`config.mk`:
```
export PLATFORM = sky130hd
export DESIGN_NAME = mem_stage
export DESIGN_NICKNAME = d
export VERILOG_FILES = /design/src/rtl/mem_stage.sv
export SDC_FILE = /design/constraint.sdc
export NUM_CORES = 1
export LEC_CHECK = 0
export CAP_MARGIN = 20
export CORE_MARGIN = 2
export CORE_UTILIZATION = 33
export CTS_BUF_LIST = sky130_fd_sc_hd__clkbuf_4
export DETAILED_ROUTE_END_ITERATION = 8
export PLACE_DENSITY = 0.76
export SLEW_MARGIN = 30
export SYNTH_ARGS = -nofsm -noshare
export SYNTH_HDL_FRONTEND = slang
export SYNTH_SLANG_ARGS = --single-unit
```
`constraint.sdc`:
```
create_clock -name clk -period 1.3 [get_ports clk]
set_input_delay 0.26 -clock clk [delete_from_list [all_inputs] [get_ports clk]]
set_output_delay 0.26 -clock clk [all_outputs]
set_load 0.03 [all_outputs]
```
`src/rtl/mem_stage.sv`:
```
// Memory stage: data-memory load/store over a req/ack port, branch resolution, registered write-back.
// Optional request timeout is enabled by defining MEM_TIMEOUT_EN.
module mem_stage #(
   parameter int DATA_W = 32
`ifdef MEM_TIMEOUT_EN
   , parameter int TIMEOUT_CYCLES = 16
`endif
) (
   input  logic              clk,
   input  logic              reset,
   input  logic              valid_in,
   input  logic [DATA_W-1:0] alu_result,
   input  logic [DATA_W-1:0] store_data,
   input  logic              zero,
   input  logic [DATA_W-1:0] branch_target,
   input  logic [4:0]        rd,
   input  logic              mem_read,
   input  logic              mem_write,
   input  logic              branch,
   input  logic              reg_write,
   output logic              stall,
   output logic              dmem_req,
   output logic              dmem_we,
   output logic [DATA_W-1:0] dmem_addr,
   output logic [DATA_W-1:0] dmem_wdata,
   input  logic [DATA_W-1:0] dmem_rdata,
   input  logic              dmem_ack,
   output logic              wb_valid,
   output logic [DATA_W-1:0] wb_data,
   output logic [4:0]        wb_rd,
   output logic              wb_reg_write,
   output logic              pc_src,
   output logic [DATA_W-1:0] pc_target,
   output logic              misalign_err,
   output logic              timeout_err,
   output logic              dbg_state
);

   typedef enum logic {IDLE = 1'b0, REQ = 1'b1} state_t;

   state_t state, state_nxt;

   logic       mem_op;
   logic       aligned;
   logic       issue;
   logic       alu_op;
   logic       misalign;
   logic       done;
   logic       expire;
   logic       load_q;
   logic       reg_write_q;
   logic [4:0] rd_q;

   // Handshakes: upstream transfers when valid_in=1 and stall=0 on a rising edge; the memory
   // transfer completes on the edge where dmem_req=1 and dmem_ack=1, and req/addr/wdata hold until then.
   assign mem_op   = mem_read | mem_write;
   assign aligned  = (alu_result[1:0] == 2'b00);
   assign issue    = (state == IDLE) && valid_in && mem_op && aligned;
   assign alu_op   = (state == IDLE) && valid_in && !mem_op;
   assign misalign = (state == IDLE) && valid_in && mem_op && !aligned;
   assign done     = (state == REQ) && dmem_ack;

   assign stall     = reset && (issue || ((state == REQ) && !dmem_ack && !expire));
   assign dbg_state = (state == REQ);

   always_ff @(posedge clk or negedge reset) begin
      if (!reset) state <= IDLE;
      else        state <= state_nxt;
   end

   always_comb begin
      state_nxt = state;
      case (state)
         IDLE:    if (issue) state_nxt = REQ;
         REQ:     if (done || expire) state_nxt = IDLE;
         default: state_nxt = IDLE;
      endcase
   end

   always_ff @(posedge clk or negedge reset) begin
      if (!reset) begin
         dmem_req     <= 1'b0;
         dmem_we      <= 1'b0;
         dmem_addr    <= '0;
         dmem_wdata   <= '0;
         wb_valid     <= 1'b0;
         wb_data      <= '0;
         wb_rd        <= 5'd0;
         wb_reg_write <= 1'b0;
         pc_src       <= 1'b0;
         pc_target    <= '0;
         misalign_err <= 1'b0;
         load_q       <= 1'b0;
         reg_write_q  <= 1'b0;
         rd_q         <= 5'd0;
      end else begin
         wb_valid     <= 1'b0;
         pc_src       <= 1'b0;
         misalign_err <= misalign;
         if (alu_op) begin
            wb_valid     <= 1'b1;
            wb_data      <= alu_result;
            wb_rd        <= rd;
            wb_reg_write <= reg_write;
            pc_src       <= branch & zero;
            pc_target    <= branch_target;
         end
         if (issue) begin
            dmem_req    <= 1'b1;
            dmem_we     <= mem_write & ~mem_read;
            dmem_addr   <= alu_result;
            dmem_wdata  <= store_data;
            load_q      <= mem_read;
            reg_write_q <= reg_write;
            rd_q        <= rd;
         end
         if (done) begin
            dmem_req     <= 1'b0;
            dmem_we      <= 1'b0;
            wb_valid     <= 1'b1;
            wb_rd        <= rd_q;
            wb_reg_write <= load_q & reg_write_q;
            if (load_q) wb_data <= dmem_rdata;
         end
         if (expire) begin
            dmem_req <= 1'b0;
            dmem_we  <= 1'b0;
         end
      end
   end

`ifdef MEM_TIMEOUT_EN
   localparam int CNT_W = (TIMEOUT_CYCLES > 2) ? $clog2(TIMEOUT_CYCLES) : 1;

   logic [CNT_W-1:0] wait_cnt;

   // An ack arriving on the expiry edge still completes normally.
   assign expire = (state == REQ) && !dmem_ack && (wait_cnt == CNT_W'(TIMEOUT_CYCLES - 1));

   always_ff @(posedge clk or negedge reset) begin
      if (!reset) begin
         wait_cnt    <= '0;
         timeout_err <= 1'b0;
      end else begin
         timeout_err <= expire;
         if (issue)                              wait_cnt <= '0;
         else if ((state == REQ) && !dmem_ack)   wait_cnt <= wait_cnt + 1'b1;
      end
   end
`else
   assign expire      = 1'b0;
   assign timeout_err = 1'b0;
`endif

endmodule

```
==> results of run 1 <==
-- metrics by stage --
| step | power, W | util, % | hold slack [ps] |
|---|---|---|---|
| after detailed placement | 0.0133 | 52.4 | 473 |
| after global placement | 0.0131 | 52.4 | 455 |
| final | 0.0176 | 61.5 | 252 |
| after CTS | 0.0170 | 58.5 | 197 |
| after global routing | 0.0184 | 61.5 | 191 |
| after floorplan | 0.00993 | - | -35.6 |
-- logic make-up (layout without fill, tap and decap cells) --
logic type / after synthesis / after routing / share of synthesized area [%]
other: 1 / 2 / 0.0626
DFF: 147 / 147 / 61.4
AOI/OAI and AO/OA: 44 / 44 / 3.89
and+or+nand+nor: 52 / 52 / 3.99
buffers and inverters: 26 / 441 / 3.41
muxes: 138 / 138 / 27.2
-- flip-flops by register name (all words and copies together) (netlist names), 5 cells and up --
register	flops
dmem_addr	32
dmem_wdata	32
pc_target	32
wb_data	32
rd_q	5
wb_rd	5
-- timing repair --
item                                    CTS  global route
hold endpoints to repair                147             0
endpoints found under the setup margin  285           286
setup buffers                            47            48
cloned                                    7             2
hold buffers                              1             0
pin swaps                                 2             7
resized for setup                       607            50
-- per-layer routing --
metal,part of all wire [%],wire [um]
met1,41,8170
met2,52,10300
met3,6.1,1220
met4,1.2,236
met5,0,0
-- worst min-delay path by stage --
stage,to,slack [ps],depth (start not counted)
floorplan,dbg_state,-40,0
global placement,dmem_wdata[28],450,2
detailed placement,dmem_wdata[26],470,2
CTS,wb_data[13],200,3
global route,wb_data[9],190,3
finish,wb_data[21],250,3
-- report_power, final --
part           total, W  internal, W  switching (W)  leakage [nW]
clock           0.00277     0.000959        0.00181         0.134
sequential      0.00658      0.00567       0.000909          1.76
combinational   0.00821      0.00450        0.00372          3.13
-- layout make-up --
type / count / area [sq um]
Fill cell: 1328 / 6890
Timing Repair Buffer: 408 / 4480
Sequential cell: 147 / 3680
Multi-Input combinational cell: 235 / 2310
Tap cell: 229 / 287
Clock inverter: 15 / 131
Clock buffer: 17 / 128
Inverter: 1 / 3.75
Antenna cell: 1 / 2.50
-- worst max-delay path, stage by stage (launching register included) --
cell and delay [ps]:
dfrtp_2 440, buf_6 120, or2b_1 260, a21boi_4 160, buf_6 140
-- Yosys cell counts (all sizes together), types with 2 or more instances --
| cell type | number | area [sq um] |
|---|---|---|
| a21oi | 7 | 35.0 |
| and2 | 2 | 12.5 |
| and3 | 2 | 12.5 |
| buf | 19 | 178 |
| clkbuf | 6 | 22.5 |
| dfrtp | 147 | 3680 |
| mux2 | 100 | 1250 |
| mux2i | 38 | 380 |
| nand2 | 34 | 128 |
| nor2 | 7 | 26.3 |
| o21ai | 33 | 165 |
==> flow_summary.yaml, run 1 <==
synth:
  ys_seq_area_share_pct: 61.4
  async_reset_ff_share_pct: 100
  ys_types: 29
  yosys_warnings: 0
  synth-edff-count: 0
  synth.avg_cell_area_sq_um: 14.7
  synthCells: 408
  synth-seq-cells: 147
  synth_flop_cell: "dfrtp_1"
  syn_nets: 550
  syn_area_sq_mm: 0.00599
grt:
  grt_pass1_wl_um: 29600
  grt.overflow.total: 0
  grtUsageMet2_pct: 33.9
  grt_max_degree: 148
  grt_pass1_vias: 5115
  track_usage_pct: 19.8
  grtUsageMet3_pct: 5.73
  use_met1_pct: 24.5
  antenna_found_initial: 1
  grt_most_used_layer: "met2"
power_and_ir_drop:
  leakage_nw: 5.02
  irDropWorstVdd_uv: 979
  p_per_area_mw_per_mm2: 1590
floorplanning:
  io_pins: 284
  rows: 49
  fp.dieH_um: 139
  dieArea_sq_mm: 0.0192
  die_w_um: 139
  core_sq_mm: 0.0179
  start_util_pct: 33.4
run_status:
  violations: "setup timing"
  outcome: "finished with violations"
flow_run:
  max_cap_violations: 0
routing:
  wl_um: 20000
  vias: 4910
  drt_iter0_drc: 114
  ant_nets: 0
  viasPerCell: 4.66
  drc_errors: 0
  dr.pass1.iters: 4
  wl_per_cell_um: 19.0
worst_setup_path:
  critPathMaxFanout: 3
  worst_setup_path_end_kind: "output pin"
  worstReg2RegStart: "dbg_state"
  setup.worst_path.end: "stall"
  r2r_setup_slack_ps: -610
  worst_ep_required_time_ps: 1040
  crit_path_start_kind: "register"
  cp.arrival_ps: 1650
  r2r_cells: 9
  critPathLaunch: "dbg_state"
  r2r_end: "wb_data[17]"
  worstSetupPathType: "reg -> out"
min_path:
  hold_class: "in -> reg"
  min_from: "dmem_rdata[21]"
timing:
  fin_setup_tns_ps: -62880
  min_period_ps: 1910
  maxSlewHeadroom_pct: 45.2
  hold_viol: 0
  finalSetupViolCount: 287
  grt_setup_unrepaired: "true"
  fmax_ghz: 0.523
  maxSlewViolCount: 0
  fin_ws_ps: -613
  finClkSkew_ps: 13.0
  worst_slew_pin_slew_ps: 822
  min_period_over_period_pct: 147
final_layout:
  final_cell_mix: "dfrtp_1 (146), clkdlybuf4s50_1 (140), buf_6 (137)"
  drive_above_1_share_pct: 49.3
  syn2layout_area_growth_pct: 84.0
  nets: 952
  fin_area_sq_mm: 0.0110
  final_common_cell: "dfrtp_1"
  fin_cells: 1053
clock_network:
  clock_latency_ps: 530
  cts_tree: "built"
  path_clk_slew_ps: 130
  cts.path.max_buffers: 2
  root_buffer: "clkbuf_4"
  h-tree-depth: 4
  cts_buffers: 17
  clock_sink_count: 147
placed_design:
  dp.final_hpwl_um: 12500
  place.gp.congestion: 0.814
  postPlaceCellArea_sq_mm: 0.00938
  dp_cells: 919
  portBuffers: 282
  pre_cts_ws_ps: -610
Note: power is estimated with default switching activity, not from simulation.
==> inputs of run 2 (changes only) <==
SETUP_SLACK_MARGIN = 0.1   (was default)
SKIP_LAST_GASP = 1   (was default)
==> flow_summary.yaml, run 2 (same netlist as run 1, synthesis figures left out) <==
run_status:
  outcome: "finished with violations"
  violations: "setup timing"
clock_network:
  cts_buffers: 17
  cts_tree: "built"
  cts.path.max_buffers: 2
  clock_latency_ps: 520
  path_clk_slew_ps: 140
  clock_sink_count: 147
  h-tree-depth: 4
  root_buffer: "clkbuf_4"
routing:
  vias: 4933
  ant_nets: 0
  viasPerCell: 4.67
  dr.pass1.iters: 4
  drt_iter0_drc: 127
  wl_per_cell_um: 19.1
  wl_um: 20200
  drc_errors: 0
power_and_ir_drop:
  p_per_area_mw_per_mm2: 1600
  power.internal_w: 0.0112
  p_switching_w: 0.00648
  pwr-share-comb_pct: 46.9
  power.share.clock_pct: 15.8
  switching_share_pct: 36.7
  leakage_nw: 5.04
  power_frac_seq_pct: 37.3
  irDropWorstVdd_uv: 993
worst_setup_path:
  r2r_cells: 8
  slowest_stage: "dfrtp_2"
  crit_top_cell: "buf_6"
  crit_path_start_kind: "register"
  worst_setup_path_end_kind: "output pin"
  critPathLaunch: "dbg_state"
  path_cells: "buf_6 -> or2b_1 -> a21boi_4 -> buf_6"
  path_buf_inv: 2
  r2r_setup_slack_ps: -550
  crit_family: "flip-flops"
  r2r_end: "wb_data[19]"
  cp_slowest_stage_delay_ps: 430
  worstSetupPathType: "reg -> out"
  worstReg2RegStart: "dbg_state"
  worst_ep_required_time_ps: 1040
  cp.arrival_ps: 1640
  critPathMaxFanout: 3
timing:
  hold_viol: 0
  fmax_ghz: 0.527
  finalSetupViolCount: 287
  fin_setup_tns_ps: -60860
  finClkSkew_ps: 16.1
  maxSlewHeadroom_pct: 47.9
  fin_ws_ps: -599
  maxSlewViolCount: 0
  grt_setup_unrepaired: "true"
  min_period_ps: 1900
  min_period_over_period_pct: 146
  worst_slew_pin_slew_ps: 781
floorplanning:
  fp.dieH_um: 139
  core_sq_mm: 0.0179
  io_pins: 284
  rows: 49
  dieArea_sq_mm: 0.0192
  die_w_um: 139
  start_util_pct: 33.4
final_layout:
  final_common_cell: "dfrtp_1"
  nets: 955
  syn2layout_area_growth_pct: 84.6
  regArea_sq_mm: 0.00368
  multi_input_area_sq_mm: 0.00230
  final_util_pct: 61.8
  drive_above_1_share_pct: 49.5
  final_cell_mix: "dfrtp_1 (146), clkdlybuf4s50_1 (140), buf_6 (135)"
  nFillCells: 1323
placed_design:
  dp.final_hpwl_um: 12500
  portBuffers: 282
  place.gp.congestion: 0.814
min_path:
  hold_class: "in -> reg"
  min_from: "dmem_rdata[15]"
  holdPathStages: 3
  hold_path_end: "wb_data[15]"
grt:
  grt.overflow.total: 0
  track_usage_pct: 19.6
  grt_pass1_vias: 5120
  antenna_found_initial: 1
  grt_pass1_wl_um: 29300
  grt_max_degree: 148
flow_run:
  max_cap_violations: 0
-- run 2: power groups by stage --
stage / Sequential [W] / Clock (W) / Combinational (W)
2_1_floorplan: 0.00845 / 0 / 0.00147
4_1_cts: 0.00649 / 0.00287 / 0.00749
3_3_place_gp: 0.00642 / 0 / 0.00671
3_5_place_dp: 0.00647 / 0 / 0.00683
5_1_grt: 0.00670 / 0.00313 / 0.00862
6_report: 0.00658 / 0.00278 / 0.00828
-- run 2: repair_timing --
action,CTS,global route
pin swaps,2,6
cloned,7,2
endpoints found under the hold margin,147,0
buffers inserted,47,48
hold buffers,1,0
setup endpoints to repair,286,286
resized for setup,583,72
-- run 2: how the worst max path moves through the flow --
stage                         to  depth (start not counted)
floorplan                  stall                          5
global placement    pc_target[0]                          5
detailed placement  dmem_addr[8]                          5
CTS                        stall                          4
global route               stall                          5
finish                     stall                          4
-- run 2: metrics by stage --
stage / setup WS, ps / instance area (sq um) / hold WS, ps / cells / power, W
2_1_floorplan: -273 / 6180 / -35.6 / 408 / 0.00993
3_3_place_gp: -603 / 9380 / 455 / 919 / 0.0131
6_report: -599 / 11100 / 257 / 1056 / 0.0176
3_5_place_dp: -610 / 9380 / 473 / 919 / 0.0133
5_1_grt: -748 / 11100 / 191 / 1056 / 0.0184
4_1_cts: -650 / 10400 / 197 / 1006 / 0.0169
-- run 2: worst reg2reg max path: cells and delay by family (launching register included) --
kind	cells	cell delay (ps)
DFF	1	460
muxes	1	240
and+or+nand+nor	1	220
buffers and inverters	5	760
AOI/OAI and AO/OA	1	70
-- run 2: cell type report --
class / count / area share (%)
antenna: 1 / 0.0226
clock buffer: 17 / 1.15
clock inverter: 15 / 1.19
inverter: 1 / 0.0339
multi-input combinational: 235 / 20.8
sequential: 147 / 33.3
tap: 229 / 2.59
timing repair buffer: 411 / 40.9
-- run 2: routing by layer --
metal,wire length [um],global-route usage (%)
met5,0,0
met4,274,6.06
met3,1210,5.84
met2,10600,33.4
met1,8080,24.1
